$ cat src/rtl/muldiv_ctrl.sv
// HI/LO controller for MIPS-style multiply/divide: converts signed operands to magnitudes,
// sequences an external multiplier or divider, applies sign fix-up and owns HI/LO.
module muldiv_ctrl #(
    parameter int unsigned TIMEOUT = 63
) (
    input  logic        clk,
    input  logic        reset,
    input  logic        op_valid,
    input  logic [1:0]  op_code,
    input  logic [31:0] rs_val,
    input  logic [31:0] rt_val,
    input  logic        hi_we,
    input  logic        lo_we,
    input  logic [31:0] wdata,
    output logic        busy,
    output logic        div_zero,
    output logic        eng_err,
    output logic        mul_start,
    output logic        div_start,
    output logic [31:0] eng_a,
    output logic [31:0] eng_b,
    input  logic        mul_done,
    input  logic [63:0] mul_prod,
    input  logic        div_done,
    input  logic [31:0] div_quot,
    input  logic [31:0] div_rem,
    output logic [31:0] hi,
    output logic [31:0] lo
);

    localparam int unsigned CW = $clog2(TIMEOUT + 1);
    localparam logic [1:0] OpMult = 2'b00;
    localparam logic [1:0] OpDiv  = 2'b10;

    typedef enum logic [1:0] {StIdle, StStart, StWait, StFix} state_e;

    state_e        state_q, state_d;
    logic [1:0]    op_q;
    logic          sign_a_q, sign_b_q;
    logic [31:0]   eng_a_q, eng_b_q;
    logic [63:0]   res_q;
    logic [CW-1:0] cnt_q;
    logic          div_zero_q, eng_err_q;
    logic [31:0]   hi_q, lo_q;

    logic        in_signed, dz, accept, done_sel, timeout_hit;
    logic [31:0] mag_a, mag_b, fix_hi, fix_lo;

    // MULT and DIV (op_code[0] == 0) are the signed flavours.
    assign in_signed   = ~op_code[0];
    assign dz          = op_valid && op_code[1] && (rt_val == '0);
    assign accept      = (state_q == StIdle) && op_valid && !dz;
    assign mag_a       = (in_signed && rs_val[31]) ? -rs_val : rs_val;
    assign mag_b       = (in_signed && rt_val[31]) ? -rt_val : rt_val;
    assign done_sel    = op_q[1] ? div_done : mul_done;
    assign timeout_hit = (cnt_q == CW'(TIMEOUT - 1));

    always_comb begin
        state_d = state_q;
        unique case (state_q)
            StIdle:  if (accept) state_d = StStart;
            StStart: state_d = StWait;
            StWait: begin
                if (done_sel) begin
                    state_d = StFix;
                end else if (timeout_hit) begin
                    state_d = StIdle;
                end
            end
            StFix:   state_d = StIdle;
            default: state_d = StIdle;
        endcase
    end

    // Quotient sign follows sign(a)^sign(b); remainder sign follows the dividend.
    always_comb begin
        fix_hi = res_q[63:32];
        fix_lo = res_q[31:0];
        if (op_q == OpMult && (sign_a_q ^ sign_b_q)) begin
            {fix_hi, fix_lo} = -res_q;
        end else if (op_q == OpDiv) begin
            if (sign_a_q ^ sign_b_q) fix_lo = -res_q[31:0];
            if (sign_a_q) fix_hi = -res_q[63:32];
        end
    end

    always_ff @(posedge clk) begin
        if (reset) begin
            state_q    <= StIdle;
            op_q       <= '0;
            sign_a_q   <= 1'b0;
            sign_b_q   <= 1'b0;
            eng_a_q    <= '0;
            eng_b_q    <= '0;
            res_q      <= '0;
            cnt_q      <= '0;
            div_zero_q <= 1'b0;
            eng_err_q  <= 1'b0;
            hi_q       <= '0;
            lo_q       <= '0;
        end else begin
            state_q    <= state_d;
            div_zero_q <= (state_q == StIdle) && dz;
            eng_err_q  <= (state_q == StWait) && !done_sel && timeout_hit;
            if (accept) begin
                op_q     <= op_code;
                sign_a_q <= in_signed & rs_val[31];
                sign_b_q <= in_signed & rt_val[31];
                eng_a_q  <= mag_a;
                eng_b_q  <= mag_b;
            end
            if (state_q == StStart) begin
                cnt_q <= '0;
            end else if (state_q == StWait) begin
                cnt_q <= cnt_q + 1'b1;
            end
            if (state_q == StWait && done_sel) begin
                res_q <= op_q[1] ? {div_rem, div_quot} : mul_prod;
            end
            // MTHI/MTLO land in IDLE; a result in FIX overwrites any such write.
            if (state_q == StFix) begin
                hi_q <= fix_hi;
                lo_q <= fix_lo;
            end else if (state_q == StIdle) begin
                if (hi_we) hi_q <= wdata;
                if (lo_we) lo_q <= wdata;
            end
        end
    end

    assign busy      = (state_q != StIdle);
    assign mul_start = (state_q == StStart) && !op_q[1];
    assign div_start = (state_q == StStart) && op_q[1];
    assign eng_a     = eng_a_q;
    assign eng_b     = eng_b_q;
    assign div_zero  = div_zero_q;
    assign eng_err   = eng_err_q;
    assign hi        = hi_q;
    assign lo        = lo_q;

endmodule

$ cat config.mk
export PLATFORM = sky130hd
export DESIGN_NAME = muldiv_ctrl
export DESIGN_NICKNAME = d
export VERILOG_FILES = /design/src/rtl/muldiv_ctrl.sv
export SDC_FILE = /design/constraint.sdc
export NUM_CORES = 1
export LEC_CHECK = 0
export ABC_AREA = 1
export CORE_MARGIN = 2
export CORE_UTILIZATION = 40
export DETAILED_ROUTE_END_ITERATION = 8
export HOLD_SLACK_MARGIN = 0.05
export PLACE_DENSITY_LB_ADDON = 0.25
export SETUP_SLACK_MARGIN = 0.05
export SLEW_MARGIN = 0
export SYNTH_ARGS = -nofsm -noshare
export SYNTH_HDL_FRONTEND = slang
export SYNTH_SLANG_ARGS = --single-unit
$ cat constraint.sdc
create_clock -name clk -period 1.6 [get_ports clk]
set_input_delay 0.32 -clock clk [delete_from_list [all_inputs] [get_ports clk]]
set_output_delay 0.32 -clock clk [all_outputs]
set_load 0.01 [all_outputs]
==> metrics, run 1 <==
status=finished with violations; violated checks=setup timing; vias in the first global route=16400; clk sinks=206; fin. max-slew vios=0; worst setup path start=res_q[2]$_SDFFE_PP0P_; Fin Clk Skew=32.3 ps; CP peak stage delay=380 ps; startpoint types=register; Worst-Skew Late Latency=550 ps; fmax=0.537 GHz; Worst Path Arrival=2290 ps; DP HPWL=39.7 mm; Detailed Route Iter0 Violations=1472; cell area after layout=0.0233 mm²; multiplexer share of the synthesized area=0.0812%; total global routing overflow=0; complex-gate fraction of the synthesized area=22.3%; Synth Register Bits=206; Core Rows=64; H-tree levels=1; largest family of logic cells by synthesized area=simple AND/OR/NAND/NOR gates; TritonCTS clock tree=built; clock slew at reported path FFs=60 ps; I/O pins=366; Worst setup EP type=register; fin crit period=1860 ps; CTS buffer count=24; Final WS setup=-263 ps; CP max-delay cell=dfxtp_2; placed instance count=2913; post-synthesis cell count=1925; largest net degree at the start of global routing=57; root buf cell=clkbuf_16; fin cells=3078; main flop type after synthesis=dfxtp_1; reg2reg end=lo[26]$_SDFFE_PP0P_; critical path required time=2030 ps; top cell type's share of synthesized area=33.4%; FF-to-FF path depth=12; drt wl/cell=20.4 µm; Async SR Flop Fraction=0%; post-synthesis adder-cell area fraction=1.01%; Leak Pwr=10.5 nW; critical-path maximum fanout=5; # nets final=2908; Synthesized Nets=2168; share of post-route cells with drive strength above 1=37.7%; CP cell instances=inv_1 -> nand3_4 -> nor2_4 -> nand2_4 -> nor2_4 -> buf_4 -> buf_6 -> nor2_2 -> nor2_1 -> nor2_1 -> nand2_1 -> a21oi_1; Bufs on Longest Clock Path=3; Synth-to-Final Area Change=88.5%; Placer Congestion=0.946; max_slew headroom=70.7%; placed cell areas=0.0188 mm²; DR DRC count=0; r2r setup slk=-260 ps; drt via density=5.64; Pwr per Cell Area=1650 mW/mm²; Post-synth EDFFs=0; global-route wire length before repair=87.6 mm; Cell variety after synth=42; Max-cap violations=0; sequential share of the synthesized area=33.4%; overall routed net length=62.7 mm; setup violators final=95; Worst-Margin Slew=439 ps; hold_ws=143 ps; Hold Crit Class=in -> reg; setup repair after global routing missed its margin=yes; CP Capture Point=lo[26]$_SDFFE_PP0P_; Area contributors post-synth=dfxtp_1 (33%), nand2_1 (13%), o21ai_0 (9.2%), a21oi_1 (7.1%), nor2_1 (6.8%); YS warnings=0; number of input and output port buffers inserted=365; period utilization=116%; DR pass1 iterations=5; initial antenna violation count=6; via count=17400; count leader, synth=nand2_1; GRT Total Usage=33.5%; Mapped Area=0.0123 mm²; final hold violation count=0; origin of the critical flop-to-flop path=res_q[2]$_SDFFE_PP0P_; setup_tns=-9840 ps; Post-Synth Simple-Gate Area=31.8%; Die W=180 µm; Die Y=180 µm; Synth top cells by count=nand2_1 (414), o21ai_0 (227), nor2_1 (223), dfxtp_1 (206), a21oi_1 (174); initial core utilization=40.4%; crit path kind=reg -> reg; placeable core area=0.0305 mm²; leading area contributor after synthesis=dfxtp_1; syn_area_per_cell=6.41 µm²; pre-CTS setup slack=-647 ps; XOR/XNOR Fraction of Synth Area=2.98%; peak supply drop=1.10 mV; area of the die=0.0323 mm²; hold_buf cts=0; antenna-violating nets left=0
-- per-stage QoR --
step           power (mW)  utilization [%]
3_5_place_dp         24.6             61.6
2_1_floorplan        16.1                -
4_1_cts              34.4             71.1
6_report             38.4             76.2
5_1_grt              40.2             76.2
3_3_place_gp         24.4             61.6
-- flip-flops by register name, indices dropped and copies added, names as in the netlist --
register	cells
cnt_q	6
res_q	64
lo	32
eng_a	32
div_zero	1
sign_a_q	1
eng_err	1
sign_b_q	1
hi	32
state_q	2
eng_b	32
op_q	2
-- kinds of logic after synthesis --
kind of cell,Yosys count
DFF,206
xor gates and xnor gates,42
AOI/OAI and AO/OA,511
buffers and inverters,254
muxes,1
adders and majority gates,10
and+or+nand+nor,901
-- repair_timing --
| action | CTS | global route |
|---|---|---|
| pin swaps | 91 | 116 |
| cloned | 24 | 10 |
| endpoints found under the setup margin | 320 | 206 |
| resized for setup | 580 | 398 |
| buffers inserted | 64 | 37 |
-- power by group --
| group | switching [mW] | internal [mW] |
|---|---|---|
| logic | 13.2 | 11.5 |
| registers | 1.21 | 6.55 |
| clock network | 2.30 | 3.54 |
-- worst min path at each step --
stage	from	endpoint	slack [ps]	depth (start not counted)
after floorplan	cnt_q[5]$_SDFFE_PP0P_	cnt_q[5]$_SDFFE_PP0P_	450	2
after global placement	eng_a[31]$_SDFFE_PP0P_	eng_a[31]$_SDFFE_PP0P_	460	2
after detailed placement	eng_a[31]$_SDFFE_PP0P_	eng_a[31]$_SDFFE_PP0P_	470	2
after CTS	rt_val[31]	div_zero$_SDFF_PP0_	180	4
after global routing	rs_val[1]	eng_a[1]$_SDFFE_PP0P_	150	3
final	rs_val[1]	eng_a[1]$_SDFFE_PP0P_	140	3
-- critical path, delay by kind of cell (launching register included) --
family	cells	cell delay, ps
DFF	1	380
AOI/OAI and AO/OA	1	70
buffers and inverters	3	390
and+or+nand+nor	8	900
-- metal layers --
layer	routed length (µm)	vias up	GRT usage, %
met5	39	-	0
met4	3440	6	14.1
met3	5780	257	7.35
met2	29800	1015	57.5
met1	23600	8111	40.3
li1	-	7979	-
-- placed cells by master, fill, tap and decap left out, types with 6 or more instances in the layout --
master,n
a21oi_1,108
a21oi_2,66
a31oi_1,68
buf_12,31
buf_16,16
buf_4,338
buf_6,46
buf_8,12
clkbuf_16,34
clkdlybuf4s15_1,8
clkdlybuf4s50_1,194
dfxtp_1,166
dfxtp_2,33
dfxtp_4,7
dlygate4sd2_1,153
ha_4,7
inv_1,111
inv_2,27
inv_4,10
nand2_1,354
nand2_2,56
nand2_4,17
nand3_1,80
nand3_2,52
nand3_4,12
nand3b_1,16
nand4_1,30
nor2_1,164
nor2_2,54
nor2_4,35
nor3_1,13
o211ai_1,6
o21ai_0,88
o21ai_1,44
o21ai_2,91
o21ai_4,18
xnor2_1,11
xor2_1,31
-- layout make-up --
type,instances,area (µm²)
timing repair buffer,814,7960
timing repair inverter,2,13.8
sequential,206,4190
multi-input combinational,1466,9160
clock inverter,6,105
tap,396,495
fill,2211,7260
antenna,2,5.00
inverter,151,612
clock buffer,35,713
(Power assumes the default switching activity.)
==> inputs of run 2 (changes only) <==
- CORE_MARGIN: 2 -> 5
==> metrics, run 2 (synthesized netlist as in run 1, its figures left out) <==
status=finished with violations; violated checks=setup timing; placed cell areas=0.0187 mm² (-0.73%); critical-path maximum fanout=3 (-2); CP peak stage delay=370 ps (about the same); max_slew headroom=69.3% (-1.4 points); share of post-route cells with drive strength above 1=38.5% (+0.79 points); peak supply drop=0.990 mV (-10%); crit path kind=reg -> reg; sw frac=44.3% (+0.69 points); DR DRC count=0 (unchanged); drt wl/cell=20.5 µm (+0.45%); initial core utilization=40.4% (unchanged); largest net degree at the start of global routing=62 (+8.8%); post-layout util=77.0% (+0.81 points); I/O pins=366 (unchanged); Synth-to-Final Area Change=90.5%; Pwr per Cell Area=1640 mW/mm² (-0.87%); Logic pwr share=64.8% (+0.3 points); Worst setup EP type=register; most frequent cells in the layout=nand2_1 (338), buf_4 (327), clkdlybuf4s50_1 (194); total global routing overflow=0 (unchanged); fmax=0.531 GHz (-1.1%); Placer Congestion=0.968 (+2.3%); vias in the first global route=16600 (+1.1%); root buf cell=clkbuf_16; GRT Total Usage=32.5% (-0.92 points); fin crit period=1880 ps (+21.6 ps); initial antenna violation count=3 (-3); overall routed net length=62.8 mm (+0.19%); TritonCTS clock tree=built; Final WS setup=-285 ps (-21.6 ps); clk sinks=206 (unchanged); FF+latch area=0.00419 mm² (about the same); via count=17400 (+0.040%); Die W=186 µm (+3.3%); Max Used Layer=met5; Detailed Route Iter0 Violations=1649 (+12%); number of input and output port buffers inserted=365 (unchanged); worst path bufs/invs=2 (-1); met1 wire length=23.8 mm (+0.71%); clock slew at reported path FFs=70 ps (about the same); Core Rows=64 (unchanged); fillers=2121 (-4.1%); Max-cap violations=0 (unchanged); startpoint types=register; pre-CTS setup slack=-681 ps (-34.2 ps); Worst-Margin Slew=460 ps (+20.9 ps); global-route wire length before repair=90.0 mm (+2.7%); Bufs on Longest Clock Path=3 (unchanged); antenna-violating nets left=0 (unchanged); Hold Crit Class=in -> reg; H-tree levels=1 (unchanged); placed instance count=2903 (-0.34%); clock share of power=15.1% (about the same); Leak Pwr=10.6 nW (+0.69%); period utilization=118% (+1.3 points); # nets final=2898 (-0.34%); commonest non-fill, non-tap cell in the layout=nand2_1; CTS buffer count=23 (-4.2%); delay-heaviest family, CP=simple AND/OR/NAND/NOR gates; max reg flops=64 (unchanged); Worst Path Arrival=2350 ps (+60 ps); drt via density=5.66 (+0.30%); CP max-delay cell=dfxtp_4; CP cell instances=inv_4 -> ha_4 -> nand3_4 -> nor2_4 -> buf_6 -> nand2_4 -> nor2_4 -> nand2_2 -> nand2_2 -> nand2_1 -> nand2_1 -> nand3_2 -> a21oi_2; NetSw=17.0 mW (+1.8%); Die Y=186 µm (+3.3%); placeable core area=0.0305 mm² (unchanged); setup repair after global routing missed its margin=yes; fin cells=3070 (-0.26%); final hold violation count=0 (unchanged); Int Power=21.4 mW (-1.0%); WL met2=29.8 mm (about the same); sequential share of power=20.1% (about the same); cell area after layout=0.0235 mm² (+1.1%); DP HPWL=40.6 mm (+2.3%); area of the die=0.0344 mm² (+6.8%); largest register by flop count=res_q; footprint of the multi-input gates=0.00946 mm² (+3.3%); DR pass1 iterations=8 (+3); Worst-Skew Late Latency=540 ps (about the same); Fin Clk Skew=26.4 ps (-5.88 ps); critical path required time=2060 ps (+30 ps); setup violators final=110 (+16%); fin. max-slew vios=0 (unchanged); WL met3=5.86 mm (+1.3%)
## run 2: cell count changes in the layout (fill, tap and decap cells not counted), sizes merged
cell	previous run	this run
dlygate4sd2	153	152
bufinv	3	4
clkinvlp	3	2
inv	149	153
clkbuf	46	40
clkdlybuf4s15	8	6
clkinv	4	6
buf	443	438
## run 2: metal layers
layer	vias up	global-route usage, %
met5	-	0
met3	256	6.02
met1	8165	40.6
met2	994	55.8
met4	2	12.6
li1	7958	-
## run 2: path summary, 6_finish.rpt
kind | startpoint | end | slack [ps] | depth (start not counted)
setup / recovery | res_q[1]$_SDFFE_PP0P_ | hi[18]$_SDFFE_PP0P_ | -280 | 13
hold / removal | rt_val[1] | eng_b[1]$_SDFFE_PP0P_ | 60 | 3
setup reg to reg | res_q[1]$_SDFFE_PP0P_ | hi[18]$_SDFFE_PP0P_ | -280 | 13
hold reg to reg | eng_a[31]$_SDFFE_PP0P_ | eng_a[31]$_SDFFE_PP0P_ | 470 | 2
## run 2: power by group through the flow
stage,Sequential [mW],Combinational [mW],Clock (mW)
after floorplan,7.78,8.33,0
after global placement,7.55,16.7,0
after detailed placement,7.54,16.9,0
after CTS,7.56,21.1,5.82
after global routing,7.83,26.5,6.05
final,7.71,24.9,5.80
## run 2: tightest hold or removal path, delay by kind of cell
kind / cells / cell delay [ps]
AND/OR/NAND/NOR: 1 / 60
AO/OA/AOI/OAI: 1 / 70
buffers and inverters: 1 / 90
## run 2: metrics by stage
step | hold WS (ps) | TNS [ps] | power (mW)
5_1_grt | 75.1 | -19030 | 40.4
3_5_place_dp | 462 | -61070 | 24.5
2_1_floorplan | 452 | 0 | 16.1
6_report | 55.9 | -10410 | 38.4
3_3_place_gp | 454 | -56480 | 24.3
4_1_cts | 152 | -8440 | 34.5
## run 2: repair_timing
| item | in CTS | in global routing |
|---|---|---|
| endpoints found under the hold margin | 0 | 0 |
| pin swaps | 83 | 151 |
| cloned | 25 | 6 |
| hold buffers | 0 | 0 |
| setup buffers | 67 | 43 |
| endpoints found under the setup margin | 329 | 194 |
| gates resized for setup | 632 | 429 |
## run 2: area by class of cell
| type | instances | area share (%) |
|---|---|---|
| timing repair buffer | 806 | 33.6 |
| tap | 396 | 2.11 |
| clock buffer | 29 | 2.67 |
| multi-input combinational | 1466 | 40.3 |
| sequential | 206 | 17.8 |
| clock inverter | 13 | 0.777 |
| inverter | 151 | 2.68 |
| timing repair inverter | 1 | 0.0692 |
| antenna | 2 | 0.0213 |
==> inputs of run 3 (changes only) <==
- PLACE_DENSITY: not set -> 0.72
- PLACE_DENSITY_LB_ADDON: 0.25 -> not set
==> metrics, run 3 (synthesized netlist as in run 1, its figures left out) <==
max reg flops=64 (unchanged); FF-to-FF path depth=13 (unchanged); # nets final=2886 (-0.41%); DR pass1 iterations=7 (-1); pre-CTS setup slack=-630 ps (+51.4 ps); CP cell instances=inv_2 -> ha_4 -> nand3_4 -> nor2_4 -> buf_12 -> nand2_8 -> nor2_4 -> nand2_2 -> nand2_4 -> buf_12 -> nand4_1 -> nand3_4 -> a21oi_2; hold_buf cts=0 (unchanged); total global routing overflow=0 (unchanged); Die Y=186 µm (unchanged); I/O pins=366 (unchanged); CP max-delay cell=dfxtp_2; GRT Total Usage=29.7% (-2.8 points); CP Depth=13 (unchanged); max_slew headroom=70.6% (+1.3 points); status=finished with violations; period utilization=117% (-1.2 points); Leak Pwr=10.6 nW (-0.20%); antenna-violating nets left=0 (unchanged); H-tree levels=1 (unchanged); root buf cell=clkbuf_16; Worst setup EP type=register; Worst-Margin Slew=437 ps (-23.3 ps); placed cell areas=0.0188 mm² (+0.63%); final hold violation count=0 (unchanged); clock slew at reported path FFs=60 ps (about the same); origin of the critical flop-to-flop path=res_q[0]$_SDFFE_PP0P_; delay-heaviest family, CP=simple AND/OR/NAND/NOR gates; clk sinks=206 (unchanged); CTS buffer count=24 (+4.3%); drt wl/cell=20.1 µm (-1.8%); violated checks=setup timing; initial antenna violation count=4 (+1); fin. max-slew vios=0 (unchanged); hold_ws=185 ps (+129 ps); Max-cap violations=0 (unchanged); critical-path maximum fanout=4 (+1); initial core utilization=40.4% (unchanged); Worst Path Arrival=2280 ps (-70 ps); CP Capture Point=hi[20]$_SDFFE_PP0P_; r2r setup slk=-260 ps (+20 ps); cell area after layout=0.0233 mm² (-0.76%); share of post-route cells with drive strength above 1=38.0% (-0.52 points); Power Total=38.1 mW (-0.79%); fin crit period=1860 ps (-19.9 ps); vias in the first global route=15600 (-6.1%); startpoint types=register; Fin Clk Skew=7.47 ps (-19.0 ps); reg2reg end=hi[20]$_SDFFE_PP0P_; largest net degree at the start of global routing=35 (-44%); critical path required time=2010 ps (-50 ps); crit path kind=reg -> reg; setup repair after global routing missed its margin=yes; Core Rows=64 (unchanged); peak supply drop=1.03 mV (+3.9%); number of input and output port buffers inserted=365 (unchanged); Worst-Skew Late Latency=530 ps (about the same); Pwr per Cell Area=1630 mW/mm² (about the same); fin cells=3058 (-0.39%); placed instance count=2907 (+0.14%); overall routed net length=61.5 mm (-2.2%); DP HPWL=41.7 mm (+2.7%); commonest non-fill, non-tap cell in the layout=nand2_1; largest register by flop count=res_q; DR DRC count=0 (unchanged); Hold Crit Class=in -> reg; Final WS setup=-265 ps (+19.9 ps); area of the die=0.0344 mm² (unchanged); TritonCTS clock tree=built; Bufs on Longest Clock Path=3 (unchanged); Synth-to-Final Area Change=89.1%; fillers=2148 (+1.3%); Die W=186 µm (unchanged); placeable core area=0.0305 mm² (unchanged); setup violators final=104 (-5.5%); worst setup path start=res_q[0]$_SDFFE_PP0P_; Placer Congestion=0.995 (+2.8%); worst path bufs/invs=3 (+1); global-route wire length before repair=82.3 mm (-8.5%); fmax=0.536 GHz (+1.1%); most frequent cells in the layout=nand2_1 (356), buf_4 (317), clkdlybuf4s50_1 (198); via count=17000 (-2.1%); Detailed Route Iter0 Violations=1466 (-11%); worst hold start=rt_val[31]; CP peak stage delay=330 ps (-40 ps); drt via density=5.56 (-1.8%)
[run 3: through the flow]
stage               TNS [ps]  utilization, %
floorplan                  0               -
global route          -19820            76.4
detailed placement    -57950            61.6
finish                -10170            76.4
global placement      -52990            61.6
CTS                    -6550            67.5
[run 3: worst min-delay path: stages]
cell and delay, ps:
dlymetal6s2s_1 180, nor4_1 90, nand2_1 50, nor3_1 40
[run 3: per-layer routing]
metal  track usage, %  up-vias  part of all wire (%)
met5                0        -                 0.075
met4             10.3        6                   4.7
met3             5.10      193                   8.4
met2             52.1      875                    49
met1             37.0     8017                    38
li1                 -     7912                     -
[run 3: cell type report]
cell class	instances	area (µm²)	area share, %
sequential	206	4170	17.9
inverter	151	607	2.60
clock buffer	33	706	3.03
timing repair buffer	795	7860	33.7
tap	396	495	2.12
antenna	1	2.50	0.0107
multi-input combinational	1465	9270	39.7
clock inverter	11	211	0.907
[run 3: power by group]
group / internal (mW) / switching (mW) / total (mW) / leakage, nW
sequential: 6.54 / 1.25 / 7.78 / 1.71
clock: 4.04 / 2.32 / 6.37 / 0.448
combinational: 11.2 / 12.7 / 24.0 / 8.41
total: 21.8 / 16.3 / 38.1 / 10.6
[run 3: how the worst min path moves through the flow]
| stage | endpoint | slack, ps | cells after the start |
|---|---|---|---|
| floorplan | cnt_q[5]$_SDFFE_PP0P_ | 450 | 2 |
| global placement | cnt_q[5]$_SDFFE_PP0P_ | 470 | 2 |
| detailed placement | cnt_q[5]$_SDFFE_PP0P_ | 480 | 2 |
| CTS | eng_b[1]$_SDFFE_PP0P_ | 230 | 3 |
| global route | div_zero$_SDFF_PP0_ | 190 | 4 |
| finish | div_zero$_SDFF_PP0_ | 180 | 4 |
[run 3: repair_timing]
item / CTS / global route
setup endpoints to repair: 318 / 208
pin swaps: 62 / 118
resized for setup: 397 / 576
buffers inserted: 22 / 60
gates cloned: 6 / 23
